--- src/rtl/ov5640_init_sequencer_pkg.sv ---
// Shared types and constants for the OV5640 init sequencer.
// Pure declarations: no logic and no latency.
// Backpressure is not applicable here.
package ov5640_pkg;

    typedef enum logic [3:0] {
        ST_IDLE,
        ST_PWR_WAIT,
        ST_FETCH,
        ST_LATCH,
        ST_ISSUE,
        ST_WAIT_DONE,
        ST_RST_WAIT,
        ST_NEXT,
        ST_DONE,
        ST_ERROR
    } state_e;

    // Table word that triggers the sensor soft reset (0x3008 = 0x82).
    localparam logic [23:0] SOFT_RST_WORD = 24'h3008_82;

    // Register address field inside a table word; data occupies the bits below it.
    localparam int REG_ADDR_MSB = 23;
    localparam int REG_ADDR_LSB = 8;

endpackage

--- src/rtl/ov5640_init_sequencer_if.sv ---
// SCCB write request channel between the init sequencer and the SCCB master.
// Wires only, so there is no latency.
// The request is held until the master accepts it with ack; done/err report completion.
interface ov5640_init_sequencer_if;
    import ov5640_pkg::*;

    logic                                 sccb_req;
    logic                                 sccb_ack;
    logic [REG_ADDR_MSB-REG_ADDR_LSB:0]   sccb_reg_addr;
    logic [REG_ADDR_LSB-1:0]              sccb_wdata;
    logic                                 sccb_done;
    logic                                 sccb_err;

    modport master (
        output sccb_req, sccb_reg_addr, sccb_wdata,
        input  sccb_ack, sccb_done, sccb_err
    );

    modport slave (
        input  sccb_req, sccb_reg_addr, sccb_wdata,
        output sccb_ack, sccb_done, sccb_err
    );

endinterface

--- src/rtl/ov5640_init_sequencer_timer.sv ---
// Shared delay counter for the power-up and soft-reset waits.
// expired_o is asserted combinationally in the last enabled cycle; a delay of 0 expires in the first one.
// No backpressure: the counter runs on every enabled cycle.
module init_delay_timer (
    input  logic        clk,
    input  logic        rst,
    input  logic        load_i,
    input  logic        en_i,
    input  logic [23:0] dly_i,
    output logic        expired_o
);

    logic [23:0] cnt_q;

    // Counter restarts from 0 whenever the owning wait state is not active.
    always_ff @(posedge clk) begin
        if (rst || load_i) begin
            cnt_q <= '0;
        end else if (en_i) begin
            cnt_q <= cnt_q + 24'd1;
        end
    end

    assign expired_o = en_i && ((dly_i == 24'd0) || (cnt_q == dly_i - 24'd1));

endmodule

--- src/rtl/ov5640_init_sequencer.sv ---
// Walks the OV5640 init table and issues one SCCB write per entry, with power-up/soft-reset waits and retries.
// First request PWR_UP_DLY+3 cycles after start; 3 cycles of overhead per entry plus master time.
// The request is held with stable addr/data until acked; the next entry waits for done.
module ov5640_init_sequencer
    import ov5640_pkg::*;
#(
    parameter int          ADDR_WIDTH   = 8,
    parameter int          DATA_WIDTH   = 24,
    parameter int          TABLE_LEN    = 86,
    parameter logic [23:0] PWR_UP_DLY   = 24'd480000,
    parameter logic [23:0] SOFT_RST_DLY = 24'd120000,
    parameter int          MAX_RETRY    = 3
) (
    input  logic                    clk,
    input  logic                    rst,
    input  logic                    start,
    output logic [ADDR_WIDTH-1:0]   rom_addr,
    input  logic [DATA_WIDTH-1:0]   rom_q,
    ov5640_init_sequencer_if.master sccb,
    output logic                    busy,
    output logic                    init_done,
    output logic                    init_err,
    output logic [ADDR_WIDTH-1:0]   err_index
);

    localparam int RETRY_W = $clog2(MAX_RETRY + 1) + 1;
    localparam logic [ADDR_WIDTH-1:0] LAST_IDX = ADDR_WIDTH'(TABLE_LEN - 1);

    state_e                 state_q;
    logic [ADDR_WIDTH-1:0]  index_q;
    logic [RETRY_W-1:0]     retry_q;
    logic [DATA_WIDTH-1:0]  entry_q;
    logic                   req_q;
    logic                   busy_q;
    logic                   done_q;
    logic                   err_q;
    logic [ADDR_WIDTH-1:0]  err_index_q;

    logic                   tmr_en;
    logic [23:0]            tmr_dly;
    logic                   tmr_expired;

    // One timer serves both waits; it is held cleared outside them so it starts at 0 on entry.
    assign tmr_en  = (state_q == ST_PWR_WAIT) || (state_q == ST_RST_WAIT);
    assign tmr_dly = (state_q == ST_PWR_WAIT) ? PWR_UP_DLY : SOFT_RST_DLY;

    init_delay_timer u_timer (
        .clk       (clk),
        .rst       (rst),
        .load_i    (!tmr_en),
        .en_i      (tmr_en),
        .dly_i     (tmr_dly),
        .expired_o (tmr_expired)
    );

    // Sequencer FSM; every output is a register updated on the transition that changes it.
    always_ff @(posedge clk) begin
        if (rst) begin
            state_q     <= ST_IDLE;
            index_q     <= '0;
            retry_q     <= '0;
            entry_q     <= '0;
            req_q       <= 1'b0;
            busy_q      <= 1'b0;
            done_q      <= 1'b0;
            err_q       <= 1'b0;
            err_index_q <= '0;
        end else begin
            case (state_q)
                ST_IDLE, ST_DONE, ST_ERROR: begin
                    if (start) begin
                        state_q     <= ST_PWR_WAIT;
                        busy_q      <= 1'b1;
                        done_q      <= 1'b0;
                        err_q       <= 1'b0;
                        err_index_q <= '0;
                        index_q     <= '0;
                        retry_q     <= '0;
                    end
                end
                ST_PWR_WAIT: begin
                    if (tmr_expired) state_q <= ST_FETCH;
                end
                ST_FETCH: begin
                    state_q <= ST_LATCH;
                end
                ST_LATCH: begin
                    entry_q <= rom_q;
                    req_q   <= 1'b1;
                    state_q <= ST_ISSUE;
                end
                ST_ISSUE: begin
                    if (sccb.sccb_ack) begin
                        req_q   <= 1'b0;
                        state_q <= ST_WAIT_DONE;
                    end
                end
                ST_WAIT_DONE: begin
                    if (sccb.sccb_done) begin
                        if (!sccb.sccb_err) begin
                            // Match on the whole word so a reordered table still gets its reset delay.
                            state_q <= (entry_q == SOFT_RST_WORD) ? ST_RST_WAIT : ST_NEXT;
                        end else if (retry_q < RETRY_W'(MAX_RETRY)) begin
                            retry_q <= retry_q + RETRY_W'(1);
                            req_q   <= 1'b1;
                            state_q <= ST_ISSUE;
                        end else begin
                            err_index_q <= index_q;
                            err_q       <= 1'b1;
                            busy_q      <= 1'b0;
                            state_q     <= ST_ERROR;
                        end
                    end
                end
                ST_RST_WAIT: begin
                    if (tmr_expired) state_q <= ST_NEXT;
                end
                ST_NEXT: begin
                    retry_q <= '0;
                    if (index_q == LAST_IDX) begin
                        done_q  <= 1'b1;
                        busy_q  <= 1'b0;
                        state_q <= ST_DONE;
                    end else begin
                        index_q <= index_q + ADDR_WIDTH'(1);
                        state_q <= ST_FETCH;
                    end
                end
                default: begin
                    state_q <= ST_IDLE;
                    busy_q  <= 1'b0;
                    req_q   <= 1'b0;
                end
            endcase
        end
    end

    assign rom_addr           = index_q;
    assign sccb.sccb_req      = req_q;
    assign sccb.sccb_reg_addr = entry_q[REG_ADDR_MSB:REG_ADDR_LSB];
    assign sccb.sccb_wdata    = entry_q[REG_ADDR_LSB-1:0];
    assign busy               = busy_q;
    assign init_done          = done_q;
    assign init_err           = err_q;
    assign err_index          = err_index_q;

endmodule
--- src/flat_wrapper.sv ---
// flat-port wrapper written by rule: the top's interface ports become plain ports
module ov5640_init_sequencer_flat import ov5640_pkg::*;
#(
    parameter int          ADDR_WIDTH   = 8,
    parameter int          DATA_WIDTH   = 24,
    parameter int          TABLE_LEN    = 86,
    parameter logic [23:0] PWR_UP_DLY   = 24'd480000,
    parameter logic [23:0] SOFT_RST_DLY = 24'd120000,
    parameter int          MAX_RETRY    = 3
)
  (clk, rst, start, rom_addr, rom_q, busy, init_done, init_err, err_index, sccb_sccb_req, sccb_sccb_reg_addr, sccb_sccb_wdata, sccb_sccb_ack, sccb_sccb_done, sccb_sccb_err);
  ov5640_init_sequencer_if sccb_i ();
  input  logic clk;
  input  logic rst;
  input  logic start;
  output logic [ADDR_WIDTH-1:0] rom_addr;
  input  logic [DATA_WIDTH-1:0] rom_q;
  output logic busy;
  output logic init_done;
  output logic init_err;
  output logic [ADDR_WIDTH-1:0] err_index;
  output wire logic [$bits(sccb_i.sccb_req)-1:0] sccb_sccb_req;
  output wire logic [$bits(sccb_i.sccb_reg_addr)-1:0] sccb_sccb_reg_addr;
  output wire logic [$bits(sccb_i.sccb_wdata)-1:0] sccb_sccb_wdata;
  input wire logic [$bits(sccb_i.sccb_ack)-1:0] sccb_sccb_ack;
  input wire logic [$bits(sccb_i.sccb_done)-1:0] sccb_sccb_done;
  input wire logic [$bits(sccb_i.sccb_err)-1:0] sccb_sccb_err;
  assign sccb_sccb_req = sccb_i.sccb_req;
  assign sccb_sccb_reg_addr = sccb_i.sccb_reg_addr;
  assign sccb_sccb_wdata = sccb_i.sccb_wdata;
  assign sccb_i.sccb_ack = sccb_sccb_ack;
  assign sccb_i.sccb_done = sccb_sccb_done;
  assign sccb_i.sccb_err = sccb_sccb_err;
  ov5640_init_sequencer #(.ADDR_WIDTH(ADDR_WIDTH), .DATA_WIDTH(DATA_WIDTH), .TABLE_LEN(TABLE_LEN), .PWR_UP_DLY(PWR_UP_DLY), .SOFT_RST_DLY(SOFT_RST_DLY), .MAX_RETRY(MAX_RETRY)) u_core (.clk(clk), .rst(rst), .start(start), .rom_addr(rom_addr), .rom_q(rom_q), .sccb(sccb_i), .busy(busy), .init_done(init_done), .init_err(init_err), .err_index(err_index));
endmodule
--- config.mk ---
export PLATFORM = sky130hd
export DESIGN_NAME = ov5640_init_sequencer_flat
export DESIGN_NICKNAME = d
export VERILOG_FILES = /design/src/rtl/ov5640_init_sequencer_pkg.sv /design/src/rtl/ov5640_init_sequencer_if.sv /design/src/rtl/ov5640_init_sequencer_timer.sv /design/src/rtl/ov5640_init_sequencer.sv /design/src/flat_wrapper.sv
export SDC_FILE = /design/constraint.sdc
export NUM_CORES = 1
export LEC_CHECK = 0
export CAP_MARGIN = 40
export CORE_MARGIN = 10
export CORE_UTILIZATION = 49
export DETAILED_ROUTE_END_ITERATION = 8
export DONT_BUFFER_PORTS = 1
export RECOVER_POWER = 25
export SYNTH_ARGS = -nofsm -noshare
export SYNTH_HDL_FRONTEND = slang
export SYNTH_SLANG_ARGS = --single-unit
--- constraint.sdc ---
create_clock -name clk -period 3.3 [get_ports clk]
set_input_delay 0.165 -clock clk [delete_from_list [all_inputs] [get_ports clk]]
set_output_delay 0.165 -clock clk [all_outputs]
set_load 0.02 [all_outputs]
== Word level (Yosys, flattened, before mapping) ==
Cells that the tools add are included.

* Word-level logic and storage cells: 100
* Register bits: 75
* Output and inout bits: 44
* Bits of input ports: 30

* Add/sub/neg operators: 4
* Equal/unequal tests: 22
* Reduce and logical (&&, ||, !) cells: 20
* Mux-type cells: 41
* $lt $le $gt $ge: 1
* Bitwise gates (word level): 2

{| class="wikitable"
|+ Operators with widths
! operator !! count
|-
| $mux W8 || 5
|-
| $mux W4 || 8
|-
| $pmux W4 S8 || 1
|-
| $pmux W8 S2 || 2
|-
| $add A24 B1 Y24 const B || 1
|-
| $eq A24 B22 Y1 const B || 1
|-
| $eq A24 B24 Y1 || 1
|-
| $logic_not A24 Y1 || 1
|-
| $sub A24 B1 Y24 const B || 1
|-
| $reduce_and A5 Y1 || 4
|-
| $mux W19 || 1
|-
| $eq A4 B3 Y1 const B || 4
|-
| $mux W1 || 15
|-
| $mux W3 || 4
|-
| $ne A2 B2 Y1 const B || 6
|-
| $pmux W3 S3 || 1
|-
| $add A8 B1 Y8 const B || 1
|-
| $eq A4 B2 Y1 const B || 2
|-
| $eq A4 B4 Y1 const B || 2
|-
| $eq A8 B7 Y1 const B || 1
|-
| $ne A2 B1 Y1 const B || 4
|-
| $pmux W1 S4 || 2
|-
| $reduce_or A7 Y1 || 1
|-
| $reduce_and A3 Y1 || 2
|-
| 14 further kinds || 19
|}

== Logic depth before layout (Yosys ltp) ==
* Word-level depth: 8
* Gate-level depth with buffers: 7
* Depth with buffers taken out: 7

== Cells and area by module ==
From an unflattened synthesis, not the netlist that was laid out.

* Cell total of the unflattened synthesis: 541
* Area, all modules: 4415.5 um^2

{| class="wikitable"
|+ By module, submodules not included
! module !! area an instance (um^2) !! instances !! cells each !! sequential area each (um^2)
|-
| ov5640_init_sequencer || 2518.7 || 1 || 301 || 1021.0
|-
| init_delay_timer || 1896.8 || 1 || 240 || 480.5
|}

== Least setup slack after synthesis ==
Ideal clock, no wire load.

* Path kind: reg-to-reg
* From: register u_core.state_q[0]
* To: register u_core.state_q[2]
* Required time: 3.180 ns
* Arrival: 1.669 ns
* Path buffers: 0
* Setup slack: 1.511 ns
* Cell stages (with the launch flop): 6
* Period minus slack after synthesis: 1.789 ns
* Library setup time: 0.120 ns
* Cells stage by stage: dfxtp_1 -> nor2b_1 -> a2111o_1 -> a2111oi_4 -> nor3b_1 -> a211o_1

* Cells in the longest elaborated chain, start to end: 8
* Elaborated cells between the ends (all ways): 25
* Classes of those cells: add/sub: 1; eq/ne: 15; mux: 2; reduce/logical: 7

{| class="wikitable"
|+ Ends and longest elaborated chain
! element !! RTL line !! text
|-
| start: declaration || ov5640_init_sequencer.sv:29 || <nowiki>state_e state_q;</nowiki>
|-
| start signal: assignment || ov5640_init_sequencer.sv:102 || <nowiki>state_q <= (entry_q == SOFT_RST_WORD) ? ST_RST_WAIT : ST_NEXT;</nowiki>
|-
| $eq A4 B1 Y1 || ov5640_init_sequencer.sv:44, ov5640_init_sequencer.sv:45, ov5640_init_sequencer.sv:69 ||
|-
| $mux W19 || ov5640_init_sequencer.sv:45 || <nowiki>assign tmr_dly = (state_q == ST_PWR_WAIT) ? PWR_UP_DLY : SOFT_RST_DLY;</nowiki>
|-
| $sub A24 B1 Y24 || ov5640_init_sequencer_timer.sv:24 || <nowiki>assign expired_o = en_i && ((dly_i == 24'd0) || (cnt_q == dly_i - 24'd1));</nowiki>
|-
| $eq A24 B24 Y1 || ov5640_init_sequencer_timer.sv:24 ||
|-
| $logic_or A1 B1 Y1 || ov5640_init_sequencer_timer.sv:24 ||
|-
| $logic_and A1 B1 Y1 || ov5640_init_sequencer_timer.sv:24 ||
|-
| $ne A2 B1 Y1 (no line) || -- ||
|-
| $reduce_and A5 Y1 (no line) || -- ||
|}

Parallel ways exist; a longest one is shown, timed or not.
A chain may end at the register's enable or synchronous reset.

== Worst setup path after layout ==
* From: register u_core.state_q[0]
* To: register u_core.entry_q[19]

* Cells in the longest elaborated chain, start to end: 1

{| class="wikitable"
|+ Ends and longest elaborated chain
! element !! RTL line !! text
|-
| $eq A4 B2 Y1 || ov5640_init_sequencer.sv:69 || <nowiki>case (state_q)</nowiki>
|-
| end signal: assignment || ov5640_init_sequencer.sv:88 || <nowiki>entry_q <= rom_q;</nowiki>
|-
| end: declaration || ov5640_init_sequencer.sv:32 || <nowiki>logic [DATA_WIDTH-1:0] entry_q;</nowiki>
|}

No other way between the ends.

==> flow_summary.json <==
{
  "timing.slew.headroom_pct": 42.7,
  "antenna_found_initial": 0,
  "cap_violations": 0,
  "rr_worst_depth": 5,
  "drive_gt1_share_pct": 6.60,
  "required_ps": 3540,
  "cp.buffers_inverters": 1,
  "vdd_ir_drop_max_v": 0.000316,
  "power.internal_mw": 1.53,
  "syn2layout_area_growth_pct": 15.9,
  "outcome": "finished, final reports clean",
  "p_sw_uw": 672,
  "yosys-top-cells-area": "dfxtp_1, nand2_1, nor2_1, a21oi_1, xnor2_1",
  "post-route-period-util_pct": 69.8,
  "layout_common_cells": "dfxtp_1, nand2_1, nor2_1",
  "postLayoutCoreUtil_pct": 57.5,
  "comb_power_share_pct": 15.7,
  "grt_pass1_wl_mm": 13.5,
  "setup_tns_ps": 0,
  "die_w_um": 103,
  "synth.top_cell.area_share_pct": 45.0,
  "drc_errors": 0,
  "crit_type": "flop to flop",
  "clock_power_share_pct": 36.4,
  "avgSynthCellArea_um2": 8.36,
  "slowest_stage": "dfxtp_1",
  "startpoint_type": "flop",
  "whs_path_depth": 2,
  "cp_max_fo": 24,
  "grt_max_degree": 30,
  "cts_sinks": 75,
  "detail_route.wirelength_mm": 8.19,
  "cts-root-buf": "clkbuf_8",
  "endpoint_kind": "flop",
  "placementRows": 30,
  "ioPinCount": 74,
  "routedWlPerCell_um": 16.3,
  "routed-via-count": 2871,
  "clk_path_buf_depth": 2,
  "r2r-start": "u_core.state_q[0]",
  "synth-edff-count": 0,
  "critPathTopFamily": "simple AND/OR/NAND/NOR gates",
  "layout_commonest_cell": "dfxtp_1",
  "synth_area_leader_cell": "dfxtp_1",
  "postSynthCellCount": 399,
  "synth_area_mm2": 0.00334,
  "hp-start": "rst",
  "antenna_cells": 0,
  "p_seq_share_pct": 48.0,
  "grt-ovfl-total": 0,
  "min_period_ps": 2300,
  "placed_area_mm2": 0.00338,
  "power_density_mw_per_mm2": 570,
  "gp_congestion": 0.798,
  "finalSetupViolCount": 0,
  "whs_endpoint": "u_core.state_q[3]",
  "ys_seq_area_share_pct": 45.0,
  "ctsHtreeMaxLevel": 3,
  "worst_r2r_endpoint": "u_core.entry_q[19]",
  "grt_pass1_vias": 2721,
  "postCtsSetupBuffers": 0,
  "fp.coreArea_mm2": 0.00672,
  "p_leak_nw": 1.30,
  "synth-main-ff-cell": "dfxtp_1",
  "swShare_pct": 30.5,
  "path_cells": "nand2b_1 -> or2_2 -> nand2_1 -> a21oi_1 -> dlygate4sd3_1",
  "initial_core_util_pct": 49.7,
  "vias_per_cell": 5.70,
  "crit_cells": 5,
  "slew_violations": 0,
  "drt_first_pass_iters": 4,
  "hold_path.class": "input port to flop",
  "ys_warn_count": 0,
  "startpoint": "u_core.state_q[0]",
  "fmax_ghz": 0.434,
  "synth_seq_cells": 75,
  "die_h_um": 103,
  "tightest_slew_ps": 852,
  "ant_nets": 0,
  "fin_skew_ps": 6.68,
  "fin_area_mm2": 0.00387,
  "cts_buffers": 9,
  "synth.distinct_cells": 49,
  "fillers": 625,
  "max_stage_delay_ps": 600,
  "synth_fp_nets": 433,
  "ctsResizeCount": 0,
  "reg2reg_setup_slack_ps": 1000,
  "grtUsageTotal_pct": 15.9,
  "dp_hpwl_mm": 5.71,
  "portBuffers": 0,
  "clock_latency_ps": 350,
  "clk_pin_slew_ps": 80,
  "die_area_mm2": 0.0105,
  "drtIter0Drc": 180,
  "ys_async_sr_fraction_pct": 0,
  "critPathArrivalTime_ps": 2550,
  "fin_nets": 453,
  "rsz0062_at_grt": "no",
  "cts_tree": "yes",
  "hold_viol_final": 0
}
worst max-delay path by stage:
stage	end	slack, ps
6_report	u_core.entry_q[19]	1000
3_5_place_dp	u_core.state_q[2]	1060
3_3_place_gp	u_core.state_q[2]	1160
2_1_floorplan	u_core.state_q[2]	1510
4_1_cts	u_core.entry_q[19]	1010
5_1_grt	u_core.state_q[2]	860
logic make-up (layout without fill, tap and decap cells):
kind of cell,after synthesis,count (layout),share of synthesized area [%]
adder cells (fa/ha/maj),4,4,1.50
XOR/XNOR,28,28,7.35
AO/OA/AOI/OAI,68,68,13.6
AND/OR/NAND/NOR,199,199,29.5
flip-flops,75,75,45.0
multiplexers,1,1,0.300
buffers and inverters,24,49,2.74
metal layers:
metal / up-vias / global-route usage, % / routed length, um
li1: 1447 / - / -
met1: 1357 / 19.6 / 3700
met2: 61 / 25.4 / 3910
met3: 6 / 4.69 / 505
met4: 0 / 6.51 / 76
met5: - / 0 / 0
cell usage after synthesis, drive strengths merged (2+ instances only):
| cell type | count |
|---|---|
| xnor2 | 17 |
| nor3 | 13 |
| ha | 4 |
| a31o | 3 |
| a22o | 9 |
| a211oi | 2 |
| nand3 | 10 |
| a21oi | 35 |
| and4b | 2 |
| nand3b | 2 |
| xor2 | 11 |
| nor3b | 5 |
| a31oi | 3 |
| o21ai | 4 |
| nand2 | 65 |
| nor2 | 50 |
| nand2b | 6 |
| clkbuf | 18 |
| nor4 | 8 |
| or3 | 2 |
| or2 | 2 |
| nand4 | 11 |
| dfxtp | 75 |
| inv | 5 |
| and3 | 9 |
| nor4b | 3 |
| and4 | 3 |
| or4b | 2 |
through the flow:
stage | power, mW | worst slack [ps] | hold WS, ps | std cells
after floorplan | 1.32 | 1510 | 301 | 399
after detailed placement | 1.39 | 1060 | 240 | 462
after CTS | 2.22 | 1010 | 48.8 | 503
final | 2.20 | 998 | 56.4 | 504
after global placement | 1.38 | 1160 | 239 | 462
after global routing | 2.32 | 863 | 72.4 | 504
what timing repair did:
action | in CTS | in global routing
hold buffers | 25 | 0
endpoints found under the hold margin | 29 | 0
setup endpoints to repair | 0 | 0
worst register-to-register path, cell delays in order, from the launching register on:
cell and delay [ps]:
dfxtp_1 600, nand2b_1 260, or2_2 550, nand2_1 150, a21oi_1 70, dlygate4sd3_1 570
sequential cells by signal, summed over array words and instances (netlist names):
name and flops:
u_core.init_done 1, u_core.sccb.sccb_req 1, u_core.entry_q 24, u_core.u_timer.cnt_q 24
u_core.retry_q 3, u_core.init_err 1, u_core.busy 1, u_core.err_index 8
u_core.state_q 4, u_core.rom_addr 8
layout make-up:
class                           instances  area (um^2)  share of cell area, %
Clock inverter                          6         87.6                   2.27
Tap cell                               80          100                   2.59
Multi-Input combinational cell        300         1740                   45.1
Sequential cell                        75         1500                   38.8
Inverter                                5         18.8                  0.485
Timing Repair Buffer                   28          277                   7.15
Clock buffer                           10          138                   3.56
power groups by stage:
stage	clock network, mW	registers [mW]	logic (mW)
floorplan	0	1.03	0.282
global placement	0	1.08	0.308
detailed placement	0	1.08	0.314
CTS	0.818	1.06	0.345
global route	0.859	1.07	0.396
finish	0.802	1.06	0.345
(Power assumes the default switching activity.)
